<file path="config.mk">
export PLATFORM = sky130hd
export DESIGN_NAME = io_bus_arbiter
export DESIGN_NICKNAME = d
export VERILOG_FILES = /design/src/rtl/io_bus_pkg.sv /design/src/rtl/rr_arb2.sv /design/src/rtl/io_bus_arbiter.sv
export SDC_FILE = /design/constraint.sdc
export NUM_CORES = 1
export LEC_CHECK = 0
export ABC_AREA = 1
export CORE_ASPECT_RATIO = 1.5
export CORE_MARGIN = 2
export CORE_UTILIZATION = 40
export DETAILED_ROUTE_END_ITERATION = 6
export PLACE_DENSITY = 0.83
export SYNTH_ARGS = -nofsm -noshare
export SYNTH_HDL_FRONTEND = slang
export SYNTH_SLANG_ARGS = --single-unit
</file>
<file path="constraint.sdc">
create_clock -name clk -period 3.3 [get_ports clk]
set_input_delay 0.66 -clock clk [delete_from_list [all_inputs] [get_ports clk]]
set_output_delay 0.66 -clock clk [all_outputs]
set_load 0.1 [all_outputs]
</file>
<file path="src/rtl/io_bus_pkg.sv">
// io_bus_pkg: shared types for the two-master I/O bus arbiter.
package io_bus_pkg;
    localparam int AW_DEF = 16;
    localparam int DW_DEF = 16;
    typedef enum logic [1:0] {IDLE, XFER, WAIT, DONE} state_t;
    typedef struct packed {
        logic              wr;
        logic [AW_DEF-1:0] addr;
        logic [DW_DEF-1:0] wdata;
    } io_req_t;
endpackage

</file>
<file path="src/rtl/rr_arb2.sv">
// rr_arb2: two-way grant, round-robin or fixed m0 priority, one-hot result.
module rr_arb2 #(
    parameter int FIXED_PRIO = 0
) (
    input  logic [1:0] req,
    input  logic       last_grant,
    output logic [1:0] gnt
);
    always_comb gnt = (req == 2'b11) ? ((FIXED_PRIO != 0 || last_grant) ? 2'b01 : 2'b10) : req;
endmodule

</file>
<file path="src/rtl/io_bus_arbiter.sv">
// io_bus_arbiter: shares the OR-combined I/O bus between two masters,
// one transaction at a time, with registered strobes, acks and read data.
module io_bus_arbiter
    import io_bus_pkg::*;
#(
    parameter int AW           = AW_DEF,
    parameter int DW           = DW_DEF,
    parameter int READ_LATENCY = 0,
    parameter int FIXED_PRIO   = 0
) (
    input  logic          clk,
    input  logic          reset_n,
    input  logic          m0_req,
    input  logic          m0_wr,
    input  logic [AW-1:0] m0_addr,
    input  logic [DW-1:0] m0_wdata,
    output logic          m0_ack,
    output logic [DW-1:0] m0_rdata,
    input  logic          m1_req,
    input  logic          m1_wr,
    input  logic [AW-1:0] m1_addr,
    input  logic [DW-1:0] m1_wdata,
    output logic          m1_ack,
    output logic [DW-1:0] m1_rdata,
    output logic [AW-1:0] s_addr,
    output logic [DW-1:0] s_dout,
    output logic          s_rd,
    output logic          s_wr,
    input  logic [DW-1:0] s_din
);
    localparam bit         HAS_WAIT = READ_LATENCY > 0;
    localparam logic [2:0] RL_M1    = 3'(HAS_WAIT ? READ_LATENCY - 1 : 0);

    state_t        state, nxt_state;
    io_req_t       cur, nxt_cur, win;
    logic          last_grant, nxt_last;
    logic [2:0]    cnt, nxt_cnt;
    logic [1:0]    gnt, nxt_ack;
    logic [AW-1:0] nxt_addr;
    logic [DW-1:0] nxt_dout, nxt_rdata0, nxt_rdata1;
    logic          nxt_rd, nxt_wr, fin;

    rr_arb2 #(.FIXED_PRIO(FIXED_PRIO)) u_arb (
        .req        ({m1_req, m0_req}),
        .last_grant (last_grant),
        .gnt        (gnt)
    );

    always_comb win = gnt[1] ? '{wr: m1_wr, addr: AW_DEF'(m1_addr), wdata: DW_DEF'(m1_wdata)}
                             : '{wr: m0_wr, addr: AW_DEF'(m0_addr), wdata: DW_DEF'(m0_wdata)};

    always_comb begin
        nxt_state  = state;
        nxt_cur    = cur;
        nxt_last   = last_grant;
        nxt_cnt    = cnt;
        nxt_addr   = '0;
        nxt_dout   = '0;
        nxt_rd     = 1'b0;
        nxt_wr     = 1'b0;
        nxt_ack    = 2'b00;
        nxt_rdata0 = m0_rdata;
        nxt_rdata1 = m1_rdata;
        fin        = 1'b0;
        case (state)
            IDLE: if (|gnt) begin
                nxt_state = XFER;
                nxt_cur   = win;
                nxt_last  = gnt[1];
                nxt_addr  = AW'(win.addr);
                nxt_dout  = DW'(win.wdata);
                nxt_wr    = win.wr;
                nxt_rd    = !win.wr;
            end
            XFER: if (cur.wr || !HAS_WAIT) begin
                fin = 1'b1;
            end else begin
                nxt_state = WAIT;
                nxt_cnt   = RL_M1;
                nxt_addr  = AW'(cur.addr);
                nxt_dout  = DW'(cur.wdata);
            end
            WAIT: if (cnt == 3'd0) begin
                fin = 1'b1;
            end else begin
                nxt_cnt  = cnt - 3'd1;
                nxt_addr = AW'(cur.addr);
                nxt_dout = DW'(cur.wdata);
            end
            default: nxt_state = IDLE;
        endcase
        // last_grant always names the current owner, so it steers ack and rdata
        if (fin) begin
            nxt_state  = DONE;
            nxt_ack    = last_grant ? 2'b10 : 2'b01;
            nxt_rdata0 = (!cur.wr && !last_grant) ? s_din : m0_rdata;
            nxt_rdata1 = (!cur.wr && last_grant) ? s_din : m1_rdata;
        end
    end

    always_ff @(posedge clk or negedge reset_n) begin
        if (!reset_n) begin
            state      <= IDLE;
            cur        <= '0;
            last_grant <= 1'b1;
            cnt        <= '0;
            s_addr     <= '0;
            s_dout     <= '0;
            s_rd       <= 1'b0;
            s_wr       <= 1'b0;
            m0_ack     <= 1'b0;
            m1_ack     <= 1'b0;
            m0_rdata   <= '0;
            m1_rdata   <= '0;
        end else begin
            state      <= nxt_state;
            cur        <= nxt_cur;
            last_grant <= nxt_last;
            cnt        <= nxt_cnt;
            s_addr     <= nxt_addr;
            s_dout     <= nxt_dout;
            s_rd       <= nxt_rd;
            s_wr       <= nxt_wr;
            m0_ack     <= nxt_ack[0];
            m1_ack     <= nxt_ack[1];
            m0_rdata   <= nxt_rdata0;
            m1_rdata   <= nxt_rdata1;
        end
    end

    a_one_strobe: assert property (@(posedge clk) disable iff (!reset_n) !(s_rd && s_wr));
    a_one_ack:    assert property (@(posedge clk) disable iff (!reset_n) !(m0_ack && m1_ack));
endmodule

</file>
==> reports/results.ini, run 1 <==
[status]
run_status=finished, final reports clean

[route]
via_per_inst=4.98
drt_first_pass_iters=5
remaining_drc_errors=0
top_layer=met4
route.met3.wl_um=892
routedWlPerCell_um=14.1
wl_met1_mm=4.55
finalWirelength_mm=11.4
route.met2.wl_mm=5.73
antenna_left=0
vias=4026
drt_first_iter_violations=245

[worst_setup_path]
required_ns=3.54
worst_setup_path_start_kind=primary input
cp-end-kind=flip-flop
cp.arrival_ns=2.24
crit_start=m1_req
r2r_start=cnt[0]
cp_max_fo=43
path_class=primary input to flip-flop

[clock_network]
cts.reportedPaths.clkPinSlew_ns=0.07
clock_sinks=107
cts_buffers=9
worstSkewPairLatency_ns=0.34
ctsHoldBuffers=0
root_buffer=clkbuf_16
cts_setup_buffers=0
ctsHtreeMaxLevel=3
tritoncts=yes
clockBufferDepth=2
cts_resized=0

[timing]
finalCritPeriodShare_pct=60.5
period_minus_slack_ns=2.00
hold_viol=0
finClkSkew_ns=0.00720
tns_ns=0
fmax_ghz=0.501
maxSlewViolCount=0
rsz0062_at_grt=no
worstMarginPinSlew_ns=0.953
max-slew-margin-rel_pct=36.4
whs_ns=0.429
finalSetupViolations=0

[cells_and_area]
mostFrequentLayoutCell=nand2_1
num_antenna_cells=0
drive_gt1_share_pct=16.4
mostFrequentLayoutCells=111 x nand2_1, 106 x dfrtp_1, 84 x clkdlybuf4s50_1
area_growth_pct=36.7
num-nets-final=745

[floorplanning]
die_h_um=137
io_pins=154
die_area_um2=12700
rows=48
initial_core_util_pct=41.0
coreArea_um2=11500
die_x_um=92.5

[global_route]
grt_antenna_before_repair=0
overflow=0
grt_pass1_wl_mm=18.6
grt_max_degree=69
grt_pass1_vias=4010
globalRouteTotalUtil_pct=18.6

[place]
io_buffers=153
place.gp.congestion=0.782
hpwlAfterDp_mm=8.18

[logic_synthesis]
ys_seq_elements=107
ys_types=25
yosys_warnings=0
synthesis.nets=604
syn_avg_cell_area_um2=9.17
syn_area_um2=4700
ys_seq_area_share_pct=57.0
syn-instance-count=513

[hold_path]
holdCritPathClass=primary input to asynchronous set/reset pin

[run]
cap_violations=0

==> sequential cells by signal, indices dropped and copies added (netlist names) <==
signal / flops
cnt: 3
cur: 33
m1_ack: 1
s_dout: 16
m0_ack: 1
s_wr: 1
s_addr: 16
s_rd: 1
state: 2
m0_rdata: 16
last_grant: 1
m1_rdata: 16
==> synth_stat cells <==
cell type / instances / area [µm²]
xor2_1: 1 / 8.76
ha_1: 5 / 62.6
o21ai_0: 55 / 275
a21oi_1: 2 / 10.0
dfstp_2: 1 / 26.3
nand3b_1: 31 / 233
inv_2: 4 / 15.0
a21boi_4: 1 / 18.8
nor2_4: 1 / 11.3
buf_4: 4 / 30.0
buf_2: 8 / 40.0
nand4_1: 32 / 200
nand2_1: 111 / 417
buf_6: 7 / 78.8
buf_1: 1 / 3.75
or2_2: 1 / 6.26
inv_1: 72 / 270
nand3_1: 35 / 175
o21ai_1: 10 / 50.1
clkbuf_1: 11 / 41.3
dfrtp_1: 106 / 2650
nand3_2: 2 / 20.0
nand2_2: 4 / 25.0
nor2_1: 7 / 26.3
nor2_2: 1 / 6.26
==> logic make-up (layout without fill, tap and decap cells) <==
group	after synthesis	in the layout	synth area share, %
and+or+nand+nor	225	225	23.8
AOI/OAI and AO/OA	68	68	7.53
xor gates and xnor gates	1	1	0.186
buffers and inverters	107	253	10.2
DFF	107	107	57.0
adders and majority gates	5	5	1.33
==> final timing paths <==
check                               end  slack, ns  cells after the start
min in group clk                 cnt[0]       0.47                      1
setup / recovery                cur[10]       1.30                      8
hold reg to reg                  cnt[0]       0.47                      1
hold / removal              m1_rdata[2]       0.43                      1
setup reg to reg           m0_rdata[12]       1.38                      8
max in group asynchronous     s_dout[9]       2.07                      2
==> metrics by stage <==
stage / setup WS (ns) / std cells / util, % / instance area, µm²
finish: 1.30 / 809 / 56.1 / 6430
global route: 1.19 / 809 / 56.1 / 6430
CTS: 1.31 / 809 / 56.1 / 6430
detailed placement: 0.945 / 793 / 53.4 / 6130
global placement: 0.989 / 793 / 53.4 / 6130
floorplan: 1.74 / 513 / - / 4700
==> critical path, stage by stage <==
cell and delay (ns):
clkdlybuf4s50_1 0.53, inv_2 0.04, nand2_1 0.08, nand2_2 0.09, inv_2 0.32, buf_12 0.25
nand3_1 0.12, o21ai_0 0.12
==> routing by layer <==
metal	track usage [%]	up-vias
met4	6.63	0
met1	22.5	1900
met2	32.3	177
met5	0	-
li1	-	1930
met3	4.30	19
==> area by class of cell <==
| cell class | count | area [µm²] |
|---|---|---|
| clock buffers | 9 | 225 |
| clock inverters | 7 | 76.3 |
| fillers | 999 | 5040 |
| inverters | 76 | 285 |
| multi-input cells | 299 | 1550 |
| flip-flops and latches | 107 | 2680 |
| well taps | 150 | 188 |
| repair buffers | 161 | 1430 |
Power of run 1 is not shown: default switching activity piles up to over one toggle a cycle in this logic, so the estimate is an artifact.
==> run 2, diff against run 1 <==
PLACE_DENSITY = 0.86   (was 0.83)
clock period = 1.77 ns   (was 3.3 ns; I/O delays follow)
==> reports/results.ini, run 2 (synthesis gave the netlist of run 1 again) <==
[timing]
worstMarginPinSlew_ns=0.527
max-slew-margin-rel_pct=64.9
finClkSkew_ns=0.00896
finalCritPeriodShare_pct=93.5
maxSlewViolCount=0
fmax_ghz=0.604
period_minus_slack_ns=1.66
whs_ns=0.372
hold_viol=0
tns_ns=0
finalSetupViolations=0
rsz0062_at_grt=yes

[cells_and_area]
multi_input_area_um2=1550
largest-register=cur
mostFrequentLayoutCells=111 x nand2_1, 106 x dfrtp_1, 84 x clkdlybuf4s50_1
ff_latch_area_um2=2680
fin_util_pct=64.5
area_growth_pct=57.2
drive_gt1_share_pct=17.3
nFillCells=850
num-nets-final=755
mostFrequentLayoutCell=nand2_1
largest_reg_flops=33

[worst_setup_path]
required_ns=1.99
worst_setup_path_start_kind=flip-flop
path_buf_inv=1
crit_chain=inv_1 -> ha_1 -> nand3_1 -> nand2_2 -> nand3_2 -> nand2_1 -> nand2_1
critPathMaxStageDelay_ns=0.41
cp_common_cell=nand2_1
slowest_stage=dfrtp_1
cp_max_fo=16
cp.arrival_ns=1.87
cp_top_family=simple AND/OR/NAND/NOR gates
path_class=flip-flop to flip-flop
cp-end-kind=flip-flop

[clock_network]
tritoncts=yes
ctsHtreeMaxLevel=3
cts_buffers=9
clockBufferDepth=2
clock_sinks=107
cts_setup_buffers=0
root_buffer=clkbuf_16
cts.reportedPaths.clkPinSlew_ns=0.07
worstSkewPairLatency_ns=0.34

[floorplanning]
io_pins=154
initial_core_util_pct=41.0
die_x_um=92.5
die_h_um=137
coreArea_um2=11500
rows=48
die_area_um2=12700

[route]
routedWlPerCell_um=15.3
remaining_drc_errors=0
antenna_left=0
vias=4167
finalWirelength_mm=12.5
via_per_inst=5.08
drt_first_pass_iters=6
drt_first_iter_violations=283

[status]
run_status=finished, final reports clean

[global_route]
grt_pass1_wl_mm=20.6
overflow=0
grt_antenna_before_repair=2
grt_max_degree=102
grt_pass1_vias=4408
globalRouteTotalUtil_pct=20.6

[run]
cap_violations=0

[place]
io_buffers=153
place.gp.congestion=0.817
hpwlAfterDp_mm=9.45

[hold_path]
holdCritPathClass=primary input to asynchronous set/reset pin

## run 2: changes by cell type in the layout (fill, tap and decap cells not counted), sizes merged
cell	change
buf	+9
bufinv	-1
clkbuf	+4
clkinv	-1
diode	+1
dlygate4sd3	+1
inv	-2
## run 2: path summary, 6_finish.rpt
path,depth (start not counted),to,slack [ns],startpoint
min,2,m1_rdata[11],0.37,reset_n
min reg2reg,2,cur[14],0.49,cur[14]
max,7,m1_rdata[3],0.11,cnt[0]
max reg2reg,7,m1_rdata[3],0.11,cnt[0]
max in group asynchronous,3,cur[28],0.68,reset_n
min in group clk,2,cur[14],0.49,cur[14]
## run 2: final cells by class
cell class              count  share of cell area (%)
inverters                  76                    3.86
multi-input cells         299                    21.0
well taps                 150                    2.54
diodes                      1                  0.0338
flip-flops and latches    107                    36.2
clock buffers              13                    3.65
clock inverters             3                   0.288
repair buffers            171                    32.4
## run 2: repair_timing
action / 4_1_cts / 5_1_grt
endpoints found under the setup margin: 0 / 2
hold endpoints to repair: 6 / 0
hold buffers: 1 / 0
resized for setup: 0 / 1
## run 2: per-stage QoR
step | setup WS, ns | cell area, µm² | std cells
2_1_floorplan | 0.355 | 4700 | 513
3_3_place_gp | 0.139 | 7080 | 802
3_5_place_dp | 0.0371 | 7080 | 802
4_1_cts | 0.112 | 7390 | 819
5_1_grt | -0.00184 | 7390 | 819
6_report | 0.114 | 7400 | 820
## run 2: layer usage
metal | wire (µm) | global-route usage (%) | share of wire, % | vias up
li1 | - | - | - | 1953
met1 | 4590 | 23.4 | 37 | 1975
met2 | 6680 | 36.8 | 53 | 207
met3 | 962 | 5.29 | 7.7 | 30
met4 | 310 | 8.62 | 2.5 | 2
met5 | 10 | 0 | 0.080 | -
## run 2: worst reg2reg max path: stages, from the launching register on
cell and delay (ns):
dfrtp_1 0.41, inv_1 0.11, ha_1 0.23, nand3_1 0.11, nand2_2 0.14, nand3_2 0.31, nand2_1 0.18, nand2_1 0.07
Power of run 2 is left out for the same reason.
==> variant: new RTL, flow settings as in run 1 <==
Set the package constant `AW_DEF` to 15 (it was 16).
--- a/src/rtl/io_bus_pkg.sv
+++ b/src/rtl/io_bus_pkg.sv
@@ -1,6 +1,6 @@
 // io_bus_pkg: shared types for the two-master I/O bus arbiter.
 package io_bus_pkg;
-    localparam int AW_DEF = 16;
+    localparam int AW_DEF = 15;
     localparam int DW_DEF = 16;
     typedef enum logic [1:0] {IDLE, XFER, WAIT, DONE} state_t;
     typedef struct packed {
Interface: changed (resized m0_addr, m1_addr and s_addr); port bits go from 154 to 151. No check against the original RTL was run, so the function may have changed too.
==> variant against run 1 <==
  * Wire length down 4.5%
  * Sequential cell count down 2
  * Worst setup slack better by 0.0081 ns
  * First-iteration DRC count down 20%
  * Maximum frequency up 0.41%
  * Final area down 1.1%
  * Critical path depth unchanged
  * Synthesized area down 2.0%
  * Cell count down 1.6%
  * Via count down 2.5%
Power is left out: the tool's default activity adds up to more than one toggle a clock period on the data nets, which glitch-free logic cannot reach.
==> variant: results <==
{
  "holdCritPathClass": "in -> async",
  "synth_common_cells": "nand2_1, dfrtp_1, inv_1",
  "fin_skew_ns": 0.00583,
  "wl_met1_mm": 4.61,
  "gp_congestion": 0.866,
  "status": "finished clean",
  "synth-xor-area-share_pct": 0.190,
  "reg2reg_to": "m0_rdata[9]",
  "vias_per_cell": 4.93,
  "synthAdderAreaFrac_pct": 1.36,
  "yosysWarnings": 0,
  "port_buffers": 150,
  "critPathArrivalTime_ns": 2.24,
  "hpwl_mm": 7.95,
  "h-tree-depth": 3,
  "grt_pass1_vias": 3935,
  "grt_antenna_before_repair": 0,
  "drtIter0Drc": 197,
  "instances_no_fill": 796,
  "n_antenna_cell": 0,
  "regMostFlops": "cur",
  "track_usage_pct": 18.3,
  "cts.path.max_buffers": 2,
  "synth_compound_area_share_pct": 7.46,
  "r2r-start": "state[0]",
  "place_ws_ns": 0.975,
  "totalWireLength_mm": 10.9,
  "wl_met2_mm": 5.32,
  "nNetsFinal": 730,
  "drive_gt1_share_pct": 16.4,
  "wl_met3_um": 762,
  "syn_inst": 503,
  "async_flop_share_pct": 100,
  "r2r_cells": 5,
  "grt_max_degree": 73,
  "cts_resized": 0,
  "synth_seq_area_share_pct": 57.0,
  "cts_setup_buffers": 0,
  "grt_first_pass_wirelength_mm": 18.3,
  "synth_nets": 592,
  "placed_cells": 780,
  "cp_max_fo": 41,
  "netlist_top_cells_area": "dfrtp_1, nand2_1, inv_1, o21ai_1, nand3b_1",
  "largest_reg_flops": 32,
  "r2r_setup_slack_ns": 1.34,
  "cp_top_family": "buffers and inverters",
  "cts_made_buffers": 9,
  "tightest_slew_ns": 1.02
}
variant: cells by family (layout without fill, tap and decap cells):
| group | Yosys count | count (layout) |
|---|---|---|
| flops | 105 | 105 |
| buf+inv | 104 | 247 |
| compound gates | 66 | 66 |
| fa+ha+maj | 5 | 5 |
| xor+xnor | 1 | 1 |
| simple gates | 222 | 222 |
variant: worst max path at each step:
stage                start     endpoint  slack (ns)  cells after the start
6_report            m1_req   s_addr[12]        1.31                      8
5_1_grt             cnt[0]   s_addr[10]        1.15                      5
4_1_cts           state[0]    s_addr[9]        1.33                      5
3_5_place_dp        m1_req   s_addr[12]        0.97                      8
3_3_place_gp        m1_req   s_addr[13]        1.04                      8
2_1_floorplan  m0_rdata[0]  m0_rdata[0]        1.74                      0
variant: final cells by class:
class,instances,area (µm²)
fill,977,4990
sequential,105,2630
multi-input combinational,294,1530
timing repair buffer,157,1410
inverter,74,278
clock buffer,10,239
tap,150,188
clock inverter,6,91.3
variant: metrics by stage:
stage | cell area, µm² | hold slack (ns)
after global routing | 6360 | 0.504
final | 6360 | 0.458
after CTS | 6360 | 0.477
after global placement | 6030 | 0.455
after detailed placement | 6030 | 0.460
after floorplan | 4610 | 0.364
variant: layer usage:
layer	up-vias	global-route usage, %
met5	-	0
met4	0	5.22
met3	15	3.95
met2	173	30.9
met1	1841	23.8
li1	1898	-
variant: worst register-to-register path: cells and delay by family, from the launching register on:
kind | cells | cell delay (ns)
and+or+nand+nor | 3 | 0.71
adders and majority gates | 1 | 0.68
DFF | 1 | 0.38
buffers and inverters | 1 | 0.07
